`src/rtl/frame_plotter.sv`:
```
// Framebuffer write-port producer: clears the 1-bit framebuffer on request,
// then plots each accepted particle as a DOT_SIZE x DOT_SIZE square clipped to the screen.
module frame_plotter #(
  parameter int DRAW_WIDTH  = 640,
  parameter int DRAW_HEIGHT = 480,
  parameter int DRAW_SIZE   = DRAW_WIDTH * DRAW_HEIGHT,
  parameter int DRAW_ADDRW  = $clog2(DRAW_SIZE),
  parameter int DRAW_DATAW  = 1,
  parameter int DOT_SIZE    = 2,
  parameter int COORDW      = 10
) (
  input  logic                  clk,
  input  logic                  reset_n,
  input  logic                  frame_start,
  input  logic                  pt_valid,
  output logic                  pt_ready,
  input  logic [COORDW-1:0]     pt_x,
  input  logic [COORDW-1:0]     pt_y,
  input  logic                  pt_last,
  output logic                  busy,
  output logic                  frame_done,
  output logic [DRAW_ADDRW-1:0] draw_addr_write,
  output logic [DRAW_DATAW-1:0] draw_data_in,
  output logic                  draw_we,
  output logic [2:0]            dbg_state
);

  // Handshake: a particle transfers on a rising clk edge where pt_valid && pt_ready;
  // upstream holds pt_valid and data stable until then, pt_ready is only high in WAIT_PT.

  localparam logic [2:0] S_IDLE  = 3'd0;
  localparam logic [2:0] S_CLEAR = 3'd1;
  localparam logic [2:0] S_WAIT  = 3'd2;
  localparam logic [2:0] S_PLOT  = 3'd3;
  localparam logic [2:0] S_DONE  = 3'd4;

  localparam int DOTW = (DOT_SIZE > 1) ? $clog2(DOT_SIZE) : 1;
  localparam int PW   = COORDW + 1;

  localparam logic [DRAW_ADDRW-1:0] ADDR_LAST = DRAW_ADDRW'(DRAW_SIZE - 1);
  localparam logic [DOTW-1:0]       DOT_LAST  = DOTW'(DOT_SIZE - 1);
  localparam logic [31:0]           W_LIM     = DRAW_WIDTH;
  localparam logic [31:0]           H_LIM     = DRAW_HEIGHT;

  logic [2:0]            r_state;
  logic [DRAW_ADDRW-1:0] r_clr_cnt;
  logic [COORDW-1:0]     r_x;
  logic [COORDW-1:0]     r_y;
  logic                  r_last;
  logic [DOTW-1:0]       r_dx;
  logic [DOTW-1:0]       r_dy;
  logic                  r_pt_ready;
  logic                  r_busy;
  logic                  r_frame_done;
  logic                  r_we;
  logic [DRAW_ADDRW-1:0] r_addr;
  logic [DRAW_DATAW-1:0] r_data;

  logic [2:0]            w_next;
  logic [PW-1:0]         w_px;
  logic [PW-1:0]         w_py;
  logic                  w_in_bounds;
  logic [DRAW_ADDRW-1:0] w_pix_addr;
  logic                  w_accept;
  logic                  w_clr_last;
  logic                  w_pix_last;

  // One extra bit on the pixel coordinate keeps x+dx from wrapping back on-screen.
  assign w_px        = PW'(r_x) + PW'(r_dx);
  assign w_py        = PW'(r_y) + PW'(r_dy);
  assign w_in_bounds = (32'(w_px) < W_LIM) && (32'(w_py) < H_LIM);
  assign w_pix_addr  = DRAW_ADDRW'(w_py) * DRAW_ADDRW'(DRAW_WIDTH) + DRAW_ADDRW'(w_px);
  assign w_accept    = (r_state == S_WAIT) && pt_valid && r_pt_ready;
  assign w_clr_last  = (r_clr_cnt == ADDR_LAST);
  assign w_pix_last  = (r_dx == DOT_LAST) && (r_dy == DOT_LAST);

  always_comb begin
    w_next = r_state;
    case (r_state)
      S_IDLE:  if (frame_start) w_next = S_CLEAR;
      S_CLEAR: if (w_clr_last) w_next = S_WAIT;
      S_WAIT:  if (w_accept) w_next = S_PLOT;
      S_PLOT:  if (w_pix_last) w_next = r_last ? S_DONE : S_WAIT;
      S_DONE:  w_next = S_IDLE;
      default: w_next = S_IDLE;
    endcase
  end

  always_ff @(posedge clk or negedge reset_n) begin
    if (!reset_n) begin
      r_state      <= S_IDLE;
      r_clr_cnt    <= '0;
      r_x          <= '0;
      r_y          <= '0;
      r_last       <= 1'b0;
      r_dx         <= '0;
      r_dy         <= '0;
      r_pt_ready   <= 1'b0;
      r_busy       <= 1'b0;
      r_frame_done <= 1'b0;
      r_we         <= 1'b0;
      r_addr       <= '0;
      r_data       <= '0;
    end else begin
      r_state      <= w_next;
      r_pt_ready   <= (w_next == S_WAIT);
      r_busy       <= (w_next != S_IDLE);
      r_frame_done <= (w_next == S_DONE);
      r_we         <= 1'b0;
      r_data       <= '0;
      case (r_state)
        S_IDLE: begin
          if (frame_start) r_clr_cnt <= '0;
        end
        S_CLEAR: begin
          r_we      <= 1'b1;
          r_addr    <= r_clr_cnt;
          r_clr_cnt <= r_clr_cnt + 1'b1;
        end
        S_WAIT: begin
          if (w_accept) begin
            r_x    <= pt_x;
            r_y    <= pt_y;
            r_last <= pt_last;
            r_dx   <= '0;
            r_dy   <= '0;
          end
        end
        S_PLOT: begin
          // Clipped pixels still consume their cycle, just without a write.
          if (w_in_bounds) begin
            r_we   <= 1'b1;
            r_addr <= w_pix_addr;
            r_data <= '1;
          end
          if (r_dx == DOT_LAST) begin
            r_dx <= '0;
            r_dy <= r_dy + 1'b1;
          end else begin
            r_dx <= r_dx + 1'b1;
          end
        end
        default: ;
      endcase
    end
  end

  assign pt_ready        = r_pt_ready;
  assign busy            = r_busy;
  assign frame_done      = r_frame_done;
  assign draw_we         = r_we;
  assign draw_addr_write = r_addr;
  assign draw_data_in    = r_data;
  assign dbg_state       = r_state;

endmodule

```
`config.mk`:
```
export PLATFORM = sky130hd
export DESIGN_NAME = frame_plotter
export DESIGN_NICKNAME = d
export VERILOG_FILES = /design/src/rtl/frame_plotter.sv
export SDC_FILE = /design/constraint.sdc
export NUM_CORES = 1
export LEC_CHECK = 0
export BUFFER_PORTS_ARGS = -buffer_cell sky130_fd_sc_hd__buf_4
export CAP_MARGIN = 20
export CORE_ASPECT_RATIO = 0.8
export CORE_MARGIN = 2
export CORE_UTILIZATION = 36
export CTS_BUF_LIST = sky130_fd_sc_hd__clkbuf_4 sky130_fd_sc_hd__clkbuf_8 sky130_fd_sc_hd__clkbuf_16
export DETAILED_ROUTE_END_ITERATION = 10
export HOLD_SLACK_MARGIN = 0.03
export PLACE_DENSITY = 0.6
export REMOVE_ABC_BUFFERS = 1
export SLEW_MARGIN = 10
export SYNTH_ARGS = -nofsm -noshare
export SYNTH_HDL_FRONTEND = slang
export SYNTH_SLANG_ARGS = --single-unit
```
`constraint.sdc`:
```
create_clock -name clk -period 5.4 [get_ports clk]
set_clock_uncertainty 0.05 [all_clocks]
set_input_delay 0.27 -clock clk [delete_from_list [all_inputs] [get_ports clk]]
set_output_delay 0.27 -clock clk [all_outputs]
set_load 0.02 [all_outputs]
```
==> flow_metrics.py, run 1 <==
metrics = {
    "floorplan": {
        "rows": 35,
        "dieArea_um2": 12500,
        "die_h_um": 100,
        "ios": 52,
        "die_w_um": 124,
        "start_util_pct": 36.5,
        "fp.coreArea_um2": 11400,
    },
    "global_routing": {
        "grt_pass1_vias": 3346,
        "grt_max_degree": 70,
        "grt_pass1_wl_um": 16000,
        "grt.total_usage_pct": 15.9,
        "overflow": 0,
        "grt_antenna_before_repair": 0,
    },
    "cells_and_area": {
        "diodes": 0,
        "fillers": 1103,
        "area_delta_synth_final_pct": 19.6,
        "num-nets-final": 530,
        "drive_above_1_share_pct": 19.5,
        "fin_cells": 630,
    },
    "routing": {
        "wirelength_met1_um": 4610,
        "wl_met2_um": 4220,
        "via_per_inst": 5.23,
        "first_pass_iters": 4,
        "vias": 3292,
        "routed_wl_um": 9300,
        "drc": 0,
        "topRoutingLayerUsed": "met4",
        "met3_length_um": 369,
        "antenna_left": 0,
        "wl_per_cell_um": 14.8,
        "drtIter0Drc": 194,
    },
    "cts": {
        "numCtsBuffers": 9,
        "ctsResizeCount": 0,
        "cts_hold_buf": 0,
        "tritoncts": "built",
        "clock-root-buffer": "clkbuf_16",
        "clockBufferDepth": 2,
        "postCtsSetupBuffers": 0,
        "h-tree-depth": 3,
        "path_clk_slew_ns": 0.06,
        "clock_sinks": 69,
        "clk_latency_ns": 0.34,
    },
    "timing": {
        "hold_ws_ns": -0.00352,
        "tightestPinTransition_ns": 0.965,
        "fin_tns_setup_ns": 0,
        "timing.final.crit_share_pct": 71.6,
        "min_period_ns": 3.87,
        "setup_viol": 0,
        "relSlewSlack_pct": 35.2,
        "worst_slack_ns": 1.53,
        "max_freq_mhz": 259,
        "rsz0062_at_grt": "no",
        "drv_slew": 0,
        "report.final.hold_viol_count": 3,
    },
    "yosys": {
        "synth.ff_latch_count": 69,
        "synthAdderAreaFrac_pct": 8.75,
        "yosysSeqAreaShare_pct": 41.3,
        "yosysWarnings": 0,
        "synth_simple_gate_area_share_pct": 17.7,
        "synth-xor-area-share_pct": 6.29,
        "async_flop_share_pct": 100,
        "ys.flop_type": "dfrtp_1",
        "synth.avg_cell_area_um2": 9.71,
        "synth_edf_count": 0,
        "synth_compound_area_share_pct": 13.5,
        "synth_top_family_by_area": "simple AND/OR/NAND/NOR gates",
        "synthCells": 430,
        "synthesis.area_um2": 4180,
        "yosysUniqueCellTypes": 53,
        "synth.mux.area_fraction_pct": 9.23,
    },
    "power": {
        "ir_drop_uv": 172,
        "combPwrFrac_pct": 1.9,
        "p_leak_nw": 2.33,
        "p_int_mw": 0.937,
        "power.share.clock_pct": 53.9,
        "netSwitchingPower_mw": 0.233,
        "powerDensity_nw_per_um2": 234,
        "finalPower_mw": 1.17,
        "p_seq_share_pct": 44.2,
        "switching_share_pct": 19.9,
    },
    "job": {
        "drv_cap": 0,
    },
    "setup_path": {
        "worstPathArrival_ns": 4.03,
        "crit_path_start_kind": "flop",
        "worstSetupEndpointType": "flop",
        "r2r_end": "draw_addr_write[15]",
        "critPathLaunch": "r_dy",
        "rrSetupSlack_ns": 1.53,
        "reg2regPathDepth": 13,
        "r2r-start": "r_dy",
        "path_max_fanout": 5,
        "crit_type": "flop to flop",
        "cp.required_ns": 5.56,
    },
    "hold_path": {
        "min_path_type": "primary input to asynchronous set/reset pin",
    },
    "placement": {
        "dp_hpwl_um": 6940,
        "dp.cells": 614,
        "port_buffers": 51,
        "place_ws_ns": 1.54,
        "gp_congestion": 0.850,
    },
    "status": {
        "violations": "negative hold slack",
        "outcome": "complete, but fails checks",
    },
}
==> layer usage <==
layer  track usage, %  vias up
met5                0        -
li1                 -     1659
met1             20.8     1574
met3             4.53        8
met4             5.53        0
met2             25.5       51
==> synth_stat cells, types with 2 or more instances <==
library cell  instances  area [µm²]
clkbuf_1             10        37.5
ha_1                 26         325
a22oi_1               2        15.0
o21ai_0              45         225
a211oi_1              5        37.5
nor3_1                8        40.0
dfrtp_1              69        1730
and4_1                5        43.8
clkbuf_2              2        10.0
nor2b_1               2        12.5
xnor2_1              19         166
nor2_1               32         120
a21o_1                4        30.0
or3_1                 2        12.5
nand4_1               8        50.1
nand4b_1              3        26.3
o21a_1                3        22.5
nand2_1              32         120
inv_1                11        41.3
a31oi_1               2        12.5
o211ai_1              5        37.5
mux2_1                9         101
mux2_2               19         214
nand3_1              28         140
fa_1                  2        40.0
a21oi_1              20         100
buf_4                 2        15.0
nand2b_1              2        12.5
and3_1               10        62.6
xor2_1               11        96.3
and2_1                4        25.0
mux2i_1               7        70.1
==> flip-flops by register name, indices dropped and copies added, names as in the netlist <==
register,flops
r_dy,1
r_last,1
r_clr_cnt,19
draw_data_in,1
draw_addr_write,19
dbg_state,3
pt_ready,1
r_dx,1
r_x,10
r_y,10
draw_we,1
busy,1
frame_done,1
==> power groups by stage <==
| stage | clock, mW | combinational, mW | sequential (mW) |
|---|---|---|---|
| after CTS | 0.646 | 0.0239 | 0.517 |
| after global placement | 0 | 0.0237 | 0.526 |
| after floorplan | 0 | 0.000216 | 0.527 |
| after global routing | 0.669 | 0.0261 | 0.517 |
| after detailed placement | 0 | 0.0239 | 0.526 |
| final | 0.631 | 0.0228 | 0.517 |
==> critical path, cell delays in order (launching register included) <==
cell and delay (ns):
dfrtp_1 0.41, ha_1 0.23, nand3_1 0.10, xnor2_1 0.26, ha_1 0.29, ha_1 0.25, fa_1 0.44, xor2_1 0.25
nand2_1 0.12, a2111oi_0 0.66, nand2_1 0.15, xor2_1 0.16, o21ai_0 0.08, mux2_1 0.31
==> kinds of logic after synthesis <==
kind of cell | after synthesis
and+or+nand+nor | 144
AOI/OAI and AO/OA | 96
DFF | 69
muxes | 35
xor gates and xnor gates | 30
buffers and inverters | 28
adders and majority gates | 28
==> area by class of cell <==
cell class | count | area (µm²) | area share, %
Timing Repair Buffer | 53 | 402 | 8.04
Clock buffer | 10 | 233 | 4.66
Multi-Input combinational cell | 333 | 2320 | 46.4
Sequential cell | 69 | 1730 | 34.6
Clock inverter | 6 | 87.6 | 1.75
Inverter | 11 | 41.3 | 0.827
Tap cell | 148 | 185 | 3.71
==> cells in the final DEF, fill, tap and decap left out, types with 7 or more instances in the layout <==
cell       netlist  routed
xnor2_1         19      19
nand4_1          8       8
nor3_1           8       8
nor2_1          32      31
o21ai_0         45      45
buf_4            2      52
dfrtp_1         69      69
xor2_1          11      11
inv_1           11      11
mux2_2          19      19
nand2_1         32      32
clkbuf_16        0       9
mux2_1           9       9
a21oi_1         20      20
and3_1          10      10
mux2i_1          7       7
ha_1            26      26
nand3_1         28      28
==> how the worst max path moves through the flow <==
stage	end	slack [ns]	depth (start not counted)
finish	draw_addr_write[15]	1.53	13
global route	draw_addr_write[15]	1.25	14
CTS	draw_addr_write[15]	1.54	13
detailed placement	draw_addr_write[15]	1.54	13
global placement	draw_addr_write[15]	1.75	13
floorplan	draw_addr_write[15]	1.97	12
==> per-stage QoR <==
step                instance area (µm²)  util [%]
global route                       4990      43.7
CTS                                4990      43.7
finish                             4990      43.7
detailed placement                 4670      40.9
floorplan                          4080         -
global placement                   4660      40.8
No activity file was read; power rests on OpenSTA's default activity.
==> run 2: changes to the inputs <==
ABC_AREA = 1   (was not set)
PLACE_DENSITY = 0.62   (was 0.6)
clock period = 3.2 ns   (was 5.4 ns; I/O delays follow)
==> run 2 against run 1 <==
Effect of this change: synthesized cell count increased by 46%; design area rose by 20%; sequential power is 69% higher; synthesized area increased by 9.0%; cell count rose by 43%; the run now ends clean; total power is 67% higher; sequential cell count is the same; core utilization is 5.4 points higher; critical path depth grew 4.
==> flow_metrics.py, run 2 <==
metrics = {
    "global_routing": {
        "grt_pass1_wl_um": 20000,
        "overflow": 0,
        "grt_pass1_vias": 4296,
        "grt_antenna_before_repair": 0,
        "grt.total_usage_pct": 18.3,
        "grt_max_degree": 70,
    },
    "yosys": {
        "synth.most_common_cell": "nand2_1",
        "synthTopCellsByArea": "dfrtp_1 38%, nand2_1 17%, ha_1 7.1%",
        "ys_top_cells_by_count": "211 x nand2_1, 79 x inv_1, 69 x dfrtp_1",
        "synth_top_cell_by_area": "dfrtp_1",
        "async_flop_share_pct": 100,
        "synth_top_cell_area_share_pct": 37.9,
        "yosysWarnings": 0,
        "synthCells": 627,
        "synth.avg_cell_area_um2": 7.26,
        "synth_edf_count": 0,
        "yosysSeqAreaShare_pct": 37.9,
        "synthesis.area_um2": 4550,
        "synth.ff_latch_count": 69,
        "yosysUniqueCellTypes": 38,
        "ys.flop_type": "dfrtp_1",
    },
    "power": {
        "p_seq_share_pct": 44.5,
        "p_int_mw": 1.54,
        "p_leak_nw": 2.99,
        "ir_drop_uv": 245,
        "power.share.clock_pct": 52.4,
        "powerDensity_nw_per_um2": 326,
        "netSwitchingPower_mw": 0.417,
        "combPwrFrac_pct": 3.1,
        "switching_share_pct": 21.3,
    },
    "timing": {
        "drv_slew": 0,
        "rsz0062_at_grt": "yes",
        "relSlewSlack_pct": 39.2,
        "max_freq_mhz": 330,
        "worst_slack_ns": 0.170,
        "hold_ws_ns": 0.272,
        "timing.final.crit_share_pct": 94.7,
        "tightestPinTransition_ns": 0.912,
        "setup_viol": 0,
        "min_period_ns": 3.03,
        "fin_tns_setup_ns": 0,
        "report.final.hold_viol_count": 0,
    },
    "setup_path": {
        "cp.depth": 17,
        "path_max_fanout": 4,
        "rrSetupSlack_ns": 0.17,
        "crit_type": "flop to flop",
        "cp.required_ns": 3.43,
        "critPathSlowestCell": "fa_2",
        "reg2regPathDepth": 17,
        "path_cells": "ha_4 -> ha_4 -> buf_4 -> xor2_4 -> ha_4 -> fa_2 -> nand2_2 -> inv_2 -> nand4_1 -> nor2b_1 -> nor2_1 -> nand3_1 -> nor2_1 -> nand2_1 -> nand3_1 -> nand2_1 -> nand2_1",
        "worstPathArrival_ns": 3.26,
        "r2r_end": "draw_addr_write[18]",
        "slowest_delay_ns": 0.61,
        "worstSetupEndpointType": "flop",
        "crit_family": "adder cells",
        "r2r-start": "r_y[0]",
        "crit_path_start_kind": "flop",
        "cp_num_buf_inv": 2,
    },
    "job": {
        "drv_cap": 0,
    },
    "hold_path": {
        "min_from": "pt_valid",
        "min_path_type": "primary input to flop",
        "hold_end": "r_y[1]",
        "hold_depth": 5,
    },
    "routing": {
        "via_per_inst": 4.92,
        "routed_wl_um": 12000,
        "drtIter0Drc": 291,
        "antenna_left": 0,
        "wl_per_cell_um": 13.4,
        "vias": 4419,
        "first_pass_iters": 7,
        "drc": 0,
    },
    "floorplan": {
        "ios": 52,
        "dieArea_um2": 13600,
        "rows": 36,
        "die_h_um": 105,
        "fp.coreArea_um2": 12300,
        "start_util_pct": 37.2,
        "die_w_um": 130,
    },
    "cells_and_area": {
        "final_cell_mix": "208 x nand2_1, 76 x inv_1, 74 x buf_4",
        "layout_commonest_cell": "nand2_1",
        "fin_cells": 899,
        "num-nets-final": 776,
        "drive_above_1_share_pct": 19.4,
        "finish.instance_area_um2": 6010,
        "diodes": 0,
        "fillers": 1228,
        "area_delta_synth_final_pct": 32.1,
    },
    "cts": {
        "path_clk_slew_ns": 0.06,
        "numCtsBuffers": 9,
        "tritoncts": "built",
        "clock_sinks": 69,
        "h-tree-depth": 3,
        "clockBufferDepth": 2,
        "clock-root-buffer": "clkbuf_16",
        "clk_latency_ns": 0.34,
    },
    "placement": {
        "port_buffers": 51,
        "place_ws_ns": -0.0446,
        "dp.cells": 853,
        "dp_hpwl_um": 8610,
        "gp_congestion": 0.846,
        "placed_area_um2": 5200,
    },
    "status": {
        "outcome": "finished clean",
    },
}
==> run 2: cell count changes after synthesis, moves of 8 or more <==
cell,previous run,this run
inv_1,11,79
xnor2_1,19,4
nand2_1,32,211
o21ai_0,45,37
nand3_1,28,51
o211ai_1,5,14
and3_1,10,0
mux2_2,19,0
nor2_1,32,40
mux2_1,9,0
==> run 2: what timing repair did <==
action	4_1_cts	5_1_grt
hold buffers	22	0
resized for setup	3	38
endpoints found under the setup margin	5	7
buffers inserted	1	7
pin swaps	2	17
endpoints found under the hold margin	90	0
==> run 2: kinds of logic after synthesis <==
| kind of cell | count (synthesis) | share of synthesized area, % |
|---|---|---|
| simple gates | 344 | 33.1 |
| compound gates | 78 | 9.79 |
| buf+inv | 93 | 8.27 |
| flops | 69 | 37.9 |
| xor+xnor | 14 | 2.69 |
| mux | 1 | 0.220 |
| fa+ha+maj | 28 | 8.03 |
==> run 2: cell type report <==
class / instances / area (µm²) / area share (%)
clock buffers: 11 / 246 / 4.10
clock inverters: 5 / 58.8 / 0.978
inverters: 82 / 315 / 5.24
multi-input cells: 465 / 2670 / 44.4
flip-flops and latches: 69 / 1730 / 28.8
well taps: 171 / 214 / 3.56
repair buffers: 96 / 776 / 12.9
==> run 2: power groups by stage <==
stage	Clock (mW)	Combinational, mW	Sequential, mW
3_3_place_gp	0	0.0401	0.888
2_1_floorplan	0	0.00000125	0.889
5_1_grt	1.09	0.0683	0.872
3_5_place_dp	0	0.0408	0.888
4_1_cts	1.05	0.0620	0.873
6_report	1.03	0.0607	0.873
==> run 2: worst max-delay path by stage <==
stage | end | from
after floorplan | draw_addr_write[17] | r_dy
after global placement | draw_addr_write[18] | r_y[0]
after detailed placement | draw_addr_write[18] | r_y[0]
after CTS | draw_addr_write[18] | r_y[0]
after global routing | draw_addr_write[18] | r_y[0]
final | draw_addr_write[18] | r_y[0]
==> run 2: worst reg2reg max path, stage by stage, from the launching register on <==
cell and delay [ns]:
dfrtp_1 0.41, ha_4 0.19, ha_4 0.17, buf_4 0.15, xor2_4 0.20, ha_4 0.25
fa_2 0.61, nand2_2 0.06, inv_2 0.05, nand4_1 0.09, nor2b_1 0.15, nor2_1 0.13
nand3_1 0.12, nor2_1 0.11, nand2_1 0.06, nand3_1 0.06, nand2_1 0.06, nand2_1 0.05
==> run 2: per-stage QoR <==
step,util (%),total power [mW]
after floorplan,-,0.889
after global placement,42.4,0.929
after detailed placement,42.4,0.929
after CTS,46.9,1.98
after global routing,49.1,2.03
final,49.1,1.96
==> run 2: layer usage <==
layer  vias to the layer above  wire length (µm)  global-route usage [%]
met3                        18               586                    4.05
li1                       2241                 -                       -
met4                         0               214                    5.84
met1                      2052              5770                    25.4
met2                       108              5470                    28.4
met5                         -                 0                       0
